==> config.mk <==
export PLATFORM = sky130hd
export DESIGN_NAME = tuner_search_host
export DESIGN_NICKNAME = d
export VERILOG_FILES = /design/src/rtl/tuner_search_host.sv
export SDC_FILE = /design/constraint.sdc
export NUM_CORES = 1
export LEC_CHECK = 0
export ABC_AREA = 1
export CORE_ASPECT_RATIO = 1.75
export CORE_MARGIN = 1
export CORE_UTILIZATION = 47
export CTS_BUF_LIST = sky130_fd_sc_hd__clkbuf_4
export DETAILED_ROUTE_END_ITERATION = 6
export PLACE_DENSITY = 0.74
export SLEW_MARGIN = 10
export SYNTH_ARGS = -nofsm -noshare
export SYNTH_HDL_FRONTEND = slang
export SYNTH_SLANG_ARGS = --single-unit
==> constraint.sdc <==
create_clock -name i_clk -period 3.72 [get_ports i_clk]
set_input_delay 0.558 -clock i_clk [delete_from_list [all_inputs] [get_ports i_clk]]
set_output_delay 0.558 -clock i_clk [all_outputs]
set_load 0.02 [all_outputs]
==> src/rtl/tuner_search_host.sv <==
// tuner_search_host: host side of the tuner search handshake.
// Loads a window, triggers a search, then picks one peak as the lock code.
module tuner_search_host #(
    parameter int DAC_WIDTH     = 8,
    parameter int ADC_WIDTH     = 8,
    parameter int NUM_TARGET    = 4,
    parameter int TimeoutCycles = 4096,
    parameter int MaxRetry      = 2,
    localparam int IdxW = (NUM_TARGET > 1) ? $clog2(NUM_TARGET) : 1,
    localparam int CntW = $clog2(NUM_TARGET) + 1,
    localparam int RetW = (MaxRetry > 0) ? $clog2(MaxRetry + 1) : 1,
    localparam int TmoW = (TimeoutCycles > 1) ? $clog2(TimeoutCycles) : 1
) (
    input  logic                 i_clk,
    input  logic                 i_rst_n,
    input  logic                 i_cmd_val,
    output logic                 o_cmd_rdy,
    input  logic                 i_cmd_mode,
    input  logic [IdxW-1:0]      i_cmd_idx,
    input  logic [DAC_WIDTH-1:0] i_cmd_start,
    input  logic [DAC_WIDTH-1:0] i_cmd_end,
    input  logic [DAC_WIDTH-1:0] i_cmd_stride,
    output logic [DAC_WIDTH-1:0] o_dig_ring_tune_start,
    output logic [DAC_WIDTH-1:0] o_dig_ring_tune_end,
    output logic [DAC_WIDTH-1:0] o_dig_ring_tune_stride,
    output logic                 o_dig_search_trig_val,
    input  logic                 i_dig_search_peaks_val,
    output logic                 o_dig_search_peaks_rdy,
    input  logic [DAC_WIDTH-1:0] i_dig_ring_tune_peaks [NUM_TARGET],
    input  logic [ADC_WIDTH-1:0] i_dig_pwr_detected_peaks [NUM_TARGET],
    input  logic [CntW-1:0]      i_dig_ring_tune_peaks_cnt,
    output logic                 o_lock_val,
    input  logic                 i_lock_rdy,
    output logic [DAC_WIDTH-1:0] o_lock_tune,
    output logic [ADC_WIDTH-1:0] o_lock_pwr,
    output logic                 o_err,
    output logic [2:0]           o_mon_state,
    output logic [RetW-1:0]      o_mon_retry
);

    typedef enum logic [2:0] {
        ST_IDLE,
        ST_TRIG,
        ST_WAIT,
        ST_CAPT,
        ST_SCAN,
        ST_OUT,
        ST_RETRY,
        ST_FAIL
    } state_t;

    state_t state_q;
    state_t state_nxt;

    logic                 mode_q;
    logic [IdxW-1:0]      idx_q;
    logic [TmoW-1:0]      tmo_q;
    logic [RetW-1:0]      retry_q;
    logic [CntW-1:0]      ptr_q;
    logic [CntW-1:0]      cnt_q;
    logic [DAC_WIDTH-1:0] tune_q [NUM_TARGET];
    logic [ADC_WIDTH-1:0] pwr_q  [NUM_TARGET];

    logic [CntW-1:0] cnt_in;
    logic [IdxW-1:0] ptr_idx;
    logic            tmo_last;
    logic            retry_ok;
    logic            idx_ok;
    logic            scan_last;

    // A malformed count above the slot total is clamped to the slot total.
    assign cnt_in = (i_dig_ring_tune_peaks_cnt > CntW'(NUM_TARGET))
                  ? CntW'(NUM_TARGET)
                  : i_dig_ring_tune_peaks_cnt;

    assign ptr_idx   = ptr_q[IdxW-1:0];
    assign tmo_last  = (tmo_q == TmoW'(TimeoutCycles - 1));
    assign retry_ok  = (retry_q < RetW'(MaxRetry));
    assign idx_ok    = (CntW'(idx_q) < cnt_q);
    assign scan_last = ((ptr_q + CntW'(1)) >= cnt_q);

    assign o_mon_state = state_q;
    assign o_mon_retry = retry_q;

    always_ff @(posedge i_clk) begin
        if (!i_rst_n) begin
            state_q <= ST_IDLE;
        end else begin
            state_q <= state_nxt;
        end
    end

    always_comb begin
        state_nxt              = state_q;
        o_cmd_rdy              = 1'b0;
        o_dig_search_trig_val  = 1'b0;
        o_dig_search_peaks_rdy = 1'b0;
        o_lock_val             = 1'b0;
        unique case (state_q)
            ST_IDLE: begin
                o_cmd_rdy = 1'b1;
                if (i_cmd_val) begin
                    state_nxt = ST_TRIG;
                end
            end
            ST_TRIG: begin
                o_dig_search_trig_val = 1'b1;
                state_nxt             = ST_WAIT;
            end
            ST_WAIT: begin
                o_dig_search_peaks_rdy = 1'b1;
                if (i_dig_search_peaks_val) begin
                    state_nxt = ST_CAPT;
                end else if (tmo_last) begin
                    state_nxt = ST_RETRY;
                end
            end
            ST_CAPT: begin
                if (cnt_q == '0) begin
                    state_nxt = ST_RETRY;
                end else if (mode_q) begin
                    state_nxt = idx_ok ? ST_OUT : ST_FAIL;
                end else if (cnt_q == CntW'(1)) begin
                    state_nxt = ST_OUT;
                end else begin
                    state_nxt = ST_SCAN;
                end
            end
            ST_SCAN: begin
                if (scan_last) begin
                    state_nxt = ST_OUT;
                end
            end
            ST_OUT: begin
                o_lock_val = 1'b1;
                if (i_lock_rdy) begin
                    state_nxt = ST_IDLE;
                end
            end
            ST_RETRY: begin
                state_nxt = retry_ok ? ST_TRIG : ST_FAIL;
            end
            ST_FAIL: begin
                state_nxt = ST_IDLE;
            end
            default: begin
                state_nxt = ST_IDLE;
            end
        endcase
    end

    always_ff @(posedge i_clk) begin
        if (!i_rst_n) begin
            mode_q                 <= 1'b0;
            idx_q                  <= '0;
            tmo_q                  <= '0;
            retry_q                <= '0;
            ptr_q                  <= '0;
            cnt_q                  <= '0;
            o_dig_ring_tune_start  <= '0;
            o_dig_ring_tune_end    <= '0;
            o_dig_ring_tune_stride <= '0;
            o_lock_tune            <= '0;
            o_lock_pwr             <= '0;
            o_err                  <= 1'b0;
            for (int i = 0; i < NUM_TARGET; i++) begin
                tune_q[i] <= '0;
                pwr_q[i]  <= '0;
            end
        end else begin
            unique case (state_q)
                ST_IDLE: begin
                    if (i_cmd_val) begin
                        mode_q                 <= i_cmd_mode;
                        idx_q                  <= i_cmd_idx;
                        o_dig_ring_tune_start  <= i_cmd_start;
                        o_dig_ring_tune_end    <= i_cmd_end;
                        o_dig_ring_tune_stride <= i_cmd_stride;
                        o_err                  <= 1'b0;
                        retry_q                <= '0;
                    end
                end
                ST_TRIG: begin
                    tmo_q <= '0;
                end
                ST_WAIT: begin
                    // A report on the terminal-count cycle still wins.
                    if (i_dig_search_peaks_val) begin
                        cnt_q <= cnt_in;
                        for (int i = 0; i < NUM_TARGET; i++) begin
                            tune_q[i] <= i_dig_ring_tune_peaks[i];
                            pwr_q[i]  <= i_dig_pwr_detected_peaks[i];
                        end
                    end else if (!tmo_last) begin
                        tmo_q <= tmo_q + TmoW'(1);
                    end
                end
                ST_CAPT: begin
                    if (cnt_q != '0) begin
                        if (mode_q) begin
                            if (idx_ok) begin
                                o_lock_tune <= tune_q[idx_q];
                                o_lock_pwr  <= pwr_q[idx_q];
                            end
                        end else begin
                            o_lock_tune <= tune_q[0];
                            o_lock_pwr  <= pwr_q[0];
                            ptr_q       <= CntW'(1);
                        end
                    end
                end
                ST_SCAN: begin
                    // Strictly greater: on a tie the lower slot is kept.
                    if (ptr_q < cnt_q) begin
                        if (pwr_q[ptr_idx] > o_lock_pwr) begin
                            o_lock_tune <= tune_q[ptr_idx];
                            o_lock_pwr  <= pwr_q[ptr_idx];
                        end
                        ptr_q <= ptr_q + CntW'(1);
                    end
                end
                ST_RETRY: begin
                    if (retry_ok) begin
                        retry_q <= retry_q + RetW'(1);
                    end
                end
                ST_FAIL: begin
                    o_err <= 1'b1;
                end
                default: begin
                end
            endcase
        end
    end

endmodule

======== Word-level counts from Yosys, hierarchy flattened ========
Memory sizes are Yosys's and may differ from the RTL's. A register that Yosys moved wholly into a read port is not among the register bits.
Cells that the tools add are included.
storage, ports and cells
  RAM bits ................................ 64
  flip-flop bits (word level) ............. 67
  latch bits .............................. 0
  output and inout bits ................... 50
  ROM bits ................................ 0
  logic and storage cells ................. 129
  input bits .............................. 99
  memories kept ........................... 2
memories
  memory  depth  bits a word  rd ports  clocked after Yosys merged registers in  wr ports  RTL line  source
  pwr_q   4      8            3         2                                        4         62        logic [ADC_WIDTH-1:0] pwr_q [NUM_TARGET];
  tune_q  4      8            3         2                                        4         61        logic [DAC_WIDTH-1:0] tune_q [NUM_TARGET];
cells by class
  $add $sub $neg .......................... 3
  reduce and logical (&&, ||, !) cells .... 15
  $mul .................................... 0
  div/mod/pow operators ................... 0
  eq/ne operators ......................... 21
  bitwise logic cells ..................... 8
  mux-type cells .......................... 61
  $lt $le $gt $ge ......................... 6
  shift operators ......................... 0
operators with widths
  cell                                           count
  two-way mux 8 bit                              18
  case mux 8 bit (2 select lines)                2
  two-way mux 3 bit                              10
  two-way mux 2 bit                              13
  two-way mux 12 bit                             2
  case mux 12 bit (2 select lines)               1
  case mux 3 bit (8 select lines)                1
  != test 2 bit, second input constant           10
  adder 12 x 1 -> 12 bit, second input constant  1
  == test 12 bit, second input constant          1
  == test 3 bit, second input constant           4
  two-way mux 1 bit                              11
  > comparator 8 bit                             1
  bitwise OR 1 bit                               8
  AND reduction 4 bit                            2
  nonzero test 2 bit                             4
  == test 3 x 1 -> 1 bit, second input constant  2
  == test 3 x 2 -> 1 bit, second input constant  2
  zero test 3 bit                                2
  != test 3 bit, second input constant           2
  case mux 3 bit (2 select lines)                1
  AND reduction 2 bit                            3
  AND reduction 3 bit                            2
  AND reduction 5 bit                            1
  10 further kinds                               10

======== Logic depth before layout (Yosys ltp) ========
  word-level depth ........................ 5
  depth in mapped cells ................... 20
  mapped depth without buffers ............ 17

======== Worst setup path before layout ========
Ideal clock, no wire load.
  kind .................................... reg2reg
  start point ............................. register state_q[1], in the netlist o_mon_state[1]
  end point ............................... memory pwr_q[0][0] (enable)
  path buffers ............................ 0
  period minus slack after synthesis ...... 2.815 ns
  path slack .............................. 0.905 ns
  stages on the path, launching flop included .. 5
  data required time ...................... 3.294 ns
  arrival ................................. 2.389 ns
  setup time .............................. 0.426 ns
  path through ............................ dfxtp_1 nand3_1 nor2_1 inv_1 nand2_1
RTL lines
  element                 RTL line  source
  from (decl)             52        state_t state_q;
  from (signal assigned)  89        state_q <= state_nxt;
  to (decl)               62

==> flow_metrics.py <==
metrics = {
    "global_routing": {
        "wire_length_of_the_first_global_routing_pass_mm": 28.3,
        "grtUsageMet2": 0.439,
        "globalRouteTotalUtil": 0.234,
        "met1_demand_to_capacity_share_in_global_routing": 0.245,
        "grt_most_used_layer": "met2",
        "via_count_of_the_first_global_routing_pass": 6111,
        "grt_start_max_net_pins": 68,
        "met3_usage": 0.0548,
        "grt.overflow.total": 0,
        "grt_antenna_before_repair": 1,
    },
    "critical_path": {
        "cpMaxStageDelayCell": "sky130_fd_sc_hd__nand2_1",
        "worst_path_most_repeated_cell": "sky130_fd_sc_hd__nand2_1",
        "critPathMaxFanout": 32,
        "cp-start-kind": "register",
        "cp_num_cells": 16,
        "crit_family": "simple AND/OR/NAND/NOR gates",
        "arrival_ps": 3610,
        "timing.critical_path.to_type": "register",
        "crit_type": "register to register",
        "cp_cell_sequence": "buf_4 > clkinv_1 > nand3_1 > nand2_1 > inv_1 > ha_1 > nand2_1 > inv_1 > nand2_1 > nand2_1 > nand2_1 > nand2_1 > nand2_1 > nand2_1 > a21oi_1 > nor2_1",
        "worst-r2r-cell-count": 16,
        "worstPathBufferInverterCount": 4,
        "crit_path_max_incr_delay_ps": 580,
        "worst_ep_required_time_ps": 4170,
    },
    "clock_tree": {
        "post-cts-setup-buffers": 0,
        "cts_resized": 0,
        "clk_pin_slew_worst_paths_ps": 150,
        "cts_root_buf": "sky130_fd_sc_hd__clkbuf_4",
        "holdBufCountCts": 0,
        "clock_tree_from_tritoncts": "yes",
        "insertion_delay_of_the_later_clocked_pin_in_the_worst_skew_pair_ps": 540,
        "cts_inserted_buffers": 17,
        "cts_buffer_depth": 2,
        "ctsHtreeMaxLevel": 4,
        "tritoncts_num_sinks": 135,
    },
    "detailed_routing": {
        "dr_total_vias": 6612,
        "first_iter_violations": 349,
        "drc": 0,
        "drt-vias-per-instance": 5.06,
        "drt-wirelength-per-cell_um": 13.5,
        "drt_pre_antenna_iters": 7,
        "drt.antenna.violating_nets": 0,
        "wl_mm": 17.6,
    },
    "floorplanning": {
        "placeableCoreArea_um2": 14800,
        "boundaryPins": 149,
        "floorplan.die.width_um": 95.1,
        "design.die.area_um2": 15700,
        "floorplan.rows": 59,
        "die-height_um": 165,
        "initial_utilization": 0.481,
    },
    "synth": {
        "yosys_most_used_dff": "sky130_fd_sc_hd__dfxtp_1",
        "synth_warnings": 0,
        "syn-instance-count": 978,
        "synth.distinct_cells": 33,
        "synth_largest_type_area_fraction": 0.269,
        "yosys.cell_count.top_type": "sky130_fd_sc_hd__nand2_1",
        "netlist_area_um2": 7130,
        "count_of_flip_flops_with_a_built_in_enable_after_synthesis": 64,
        "syn_avg_cell_area_um2": 7.29,
        "synth.largest_area_cell": "sky130_fd_sc_hd__edfxtp_1",
        "top_area_cells_in_the_synthesized_netlist": "sky130_fd_sc_hd__edfxtp_1, sky130_fd_sc_hd__dfxtp_1, sky130_fd_sc_hd__nand2_1, sky130_fd_sc_hd__inv_1, sky130_fd_sc_hd__nor2_1",
        "synth.yosys.seq_area_share": 0.469,
        "synth-seq-cells": 135,
        "async_reset_ff_frac": 0,
        "synth.top_cells.by_count": "sky130_fd_sc_hd__nand2_1, sky130_fd_sc_hd__inv_1, sky130_fd_sc_hd__nor2_1, sky130_fd_sc_hd__a21oi_1, sky130_fd_sc_hd__nand3_1",
        "synth.net_count": 1094,
    },
    "timing": {
        "hold_violations": 0,
        "finalWorstSetupSlack_ps": 564,
        "grt_setup_unrepaired": "false",
        "period_needed_ps": 3160,
        "tightestPinTransition_ps": 1020,
        "crit_share_post_route": 0.848,
        "maxSlewViolCount": 0,
        "skew_ps": 30.6,
        "hold_ws_ps": 473,
        "total_setup_violations_reported_at_the_end_of_the_flow": 0,
        "achievable-frequency_ghz": 0.317,
        "final.setup.tns_ps": 0,
        "max_slew_margin": 0.322,
    },
    "finish": {
        "flow.area_growth_from_synthesis_pct": 25.4,
        "final_design_area_no_fill_um2": 8950,
        "final_layout_size_suffix_gt1_frac": 0.0490,
        "final_net_count": 1225,
        "finalCoreUtilization": 0.603,
        "fillCellCount": 1353,
        "fin_cells": 1306,
    },
    "place": {
        "port_buffers": 148,
        "placedCellCount": 1273,
        "dp_worst_setup_slack_ps": 569,
        "place.gp.congestion": 0.910,
        "place_area_um2": 8680,
        "dp_hpwl_mm": 13.0,
    },
    "pwr": {
        "power.static_leakage_nw": 3.86,
        "total_power_mw": 5.43,
        "vdd_ir_drop_max_mv": 0.459,
        "power-per-cell-area_nw_per_um2": 607,
    },
    "job": {
        "timing.max_cap.violations": 0,
    },
    "min_path": {
        "hold_class": "register to register",
        "cell_depth_of_the_worst_min_delay_path": 2,
    },
    "outcome": {
        "status": "complete, no violations",
    },
}
report_power, final:
part / internal (mW) / total (mW) / switching (mW) / leakage, nW
Sequential: 1.87 / 2.10 / 0.229 / 1.24
Combinational: 0.941 / 2.38 / 1.44 / 2.47
Clock: 0.348 / 0.954 / 0.605 / 0.155
sequential cells by signal (all words and copies together), names as in the netlist, 8 cells and up, named ones only:
register and count:
o_dig_ring_tune_end 8, o_dig_ring_tune_start 8, o_dig_ring_tune_stride 8, o_lock_pwr 8, o_lock_tune 8, pwr_q 32
tmo_q 12, tune_q 32
cell type report:
| class | count | area, um2 | share of cell area |
|---|---|---|---|
| clock buffer | 17 | 128 | 0.0143 |
| multi-input combinational | 652 | 2980 | 0.333 |
| clock inverter | 15 | 140 | 0.0157 |
| tap | 183 | 229 | 0.0256 |
| sequential | 135 | 3340 | 0.374 |
| inverter | 143 | 537 | 0.0600 |
| timing repair buffer | 160 | 1580 | 0.177 |
| antenna | 1 | 2.50 | 0.000280 |
kinds of logic (layout without fill, tap and decap cells):
logic type,Yosys count,count (layout),share of synthesized area
compound gates,120,120,0.0873
xor+xnor,2,2,0.00246
fa+ha+maj,17,17,0.0298
buf+inv,191,335,0.114
flops,135,135,0.469
other cells,0,1,0
simple gates,513,513,0.298
placed cells by master (no fill, tap or decap), types with 10 or more instances in the layout:
cell type,netlist,final
sky130_fd_sc_hd__a21oi_1,89,89
sky130_fd_sc_hd__buf_4,5,11
sky130_fd_sc_hd__clkbuf_4,0,17
sky130_fd_sc_hd__clkdlybuf4s50_1,0,148
sky130_fd_sc_hd__dfxtp_1,71,71
sky130_fd_sc_hd__edfxtp_1,64,64
sky130_fd_sc_hd__ha_1,17,17
sky130_fd_sc_hd__inv_1,138,138
sky130_fd_sc_hd__nand2_1,286,284
sky130_fd_sc_hd__nand3_1,72,72
sky130_fd_sc_hd__nand4_1,13,13
sky130_fd_sc_hd__nor2_1,121,121
sky130_fd_sc_hd__nor3_1,10,10
sky130_fd_sc_hd__o21ai_0,21,21
tightest hold or removal path: stages, from the launching register on:
cell                      delay [ps]
sky130_fd_sc_hd__dfxtp_1         330
sky130_fd_sc_hd__nand2_1          60
sky130_fd_sc_hd__a21oi_1          50
metal layers:
| layer | vias up | wire length, um |
|---|---|---|
| li1 | 3369 | - |
| met1 | 2972 | 6690 |
| met2 | 235 | 9460 |
| met3 | 36 | 1050 |
| met5 | - | 0 |
| met4 | 0 | 438 |
worst paths after layout:
kind	start	to	slack (ps)
max	register	o_lock_tune[2]$_SDFFE_PN0P_	560
min	o_dig_ring_tune_start[4]$_SDFFE_PN0P_	o_dig_ring_tune_start[4]$_SDFFE_PN0P_	470
min reg2reg	o_dig_ring_tune_start[4]$_SDFFE_PN0P_	o_dig_ring_tune_start[4]$_SDFFE_PN0P_	470
max reg2reg	register	o_lock_tune[2]$_SDFFE_PN0P_	560
(Power assumes the default switching activity.)
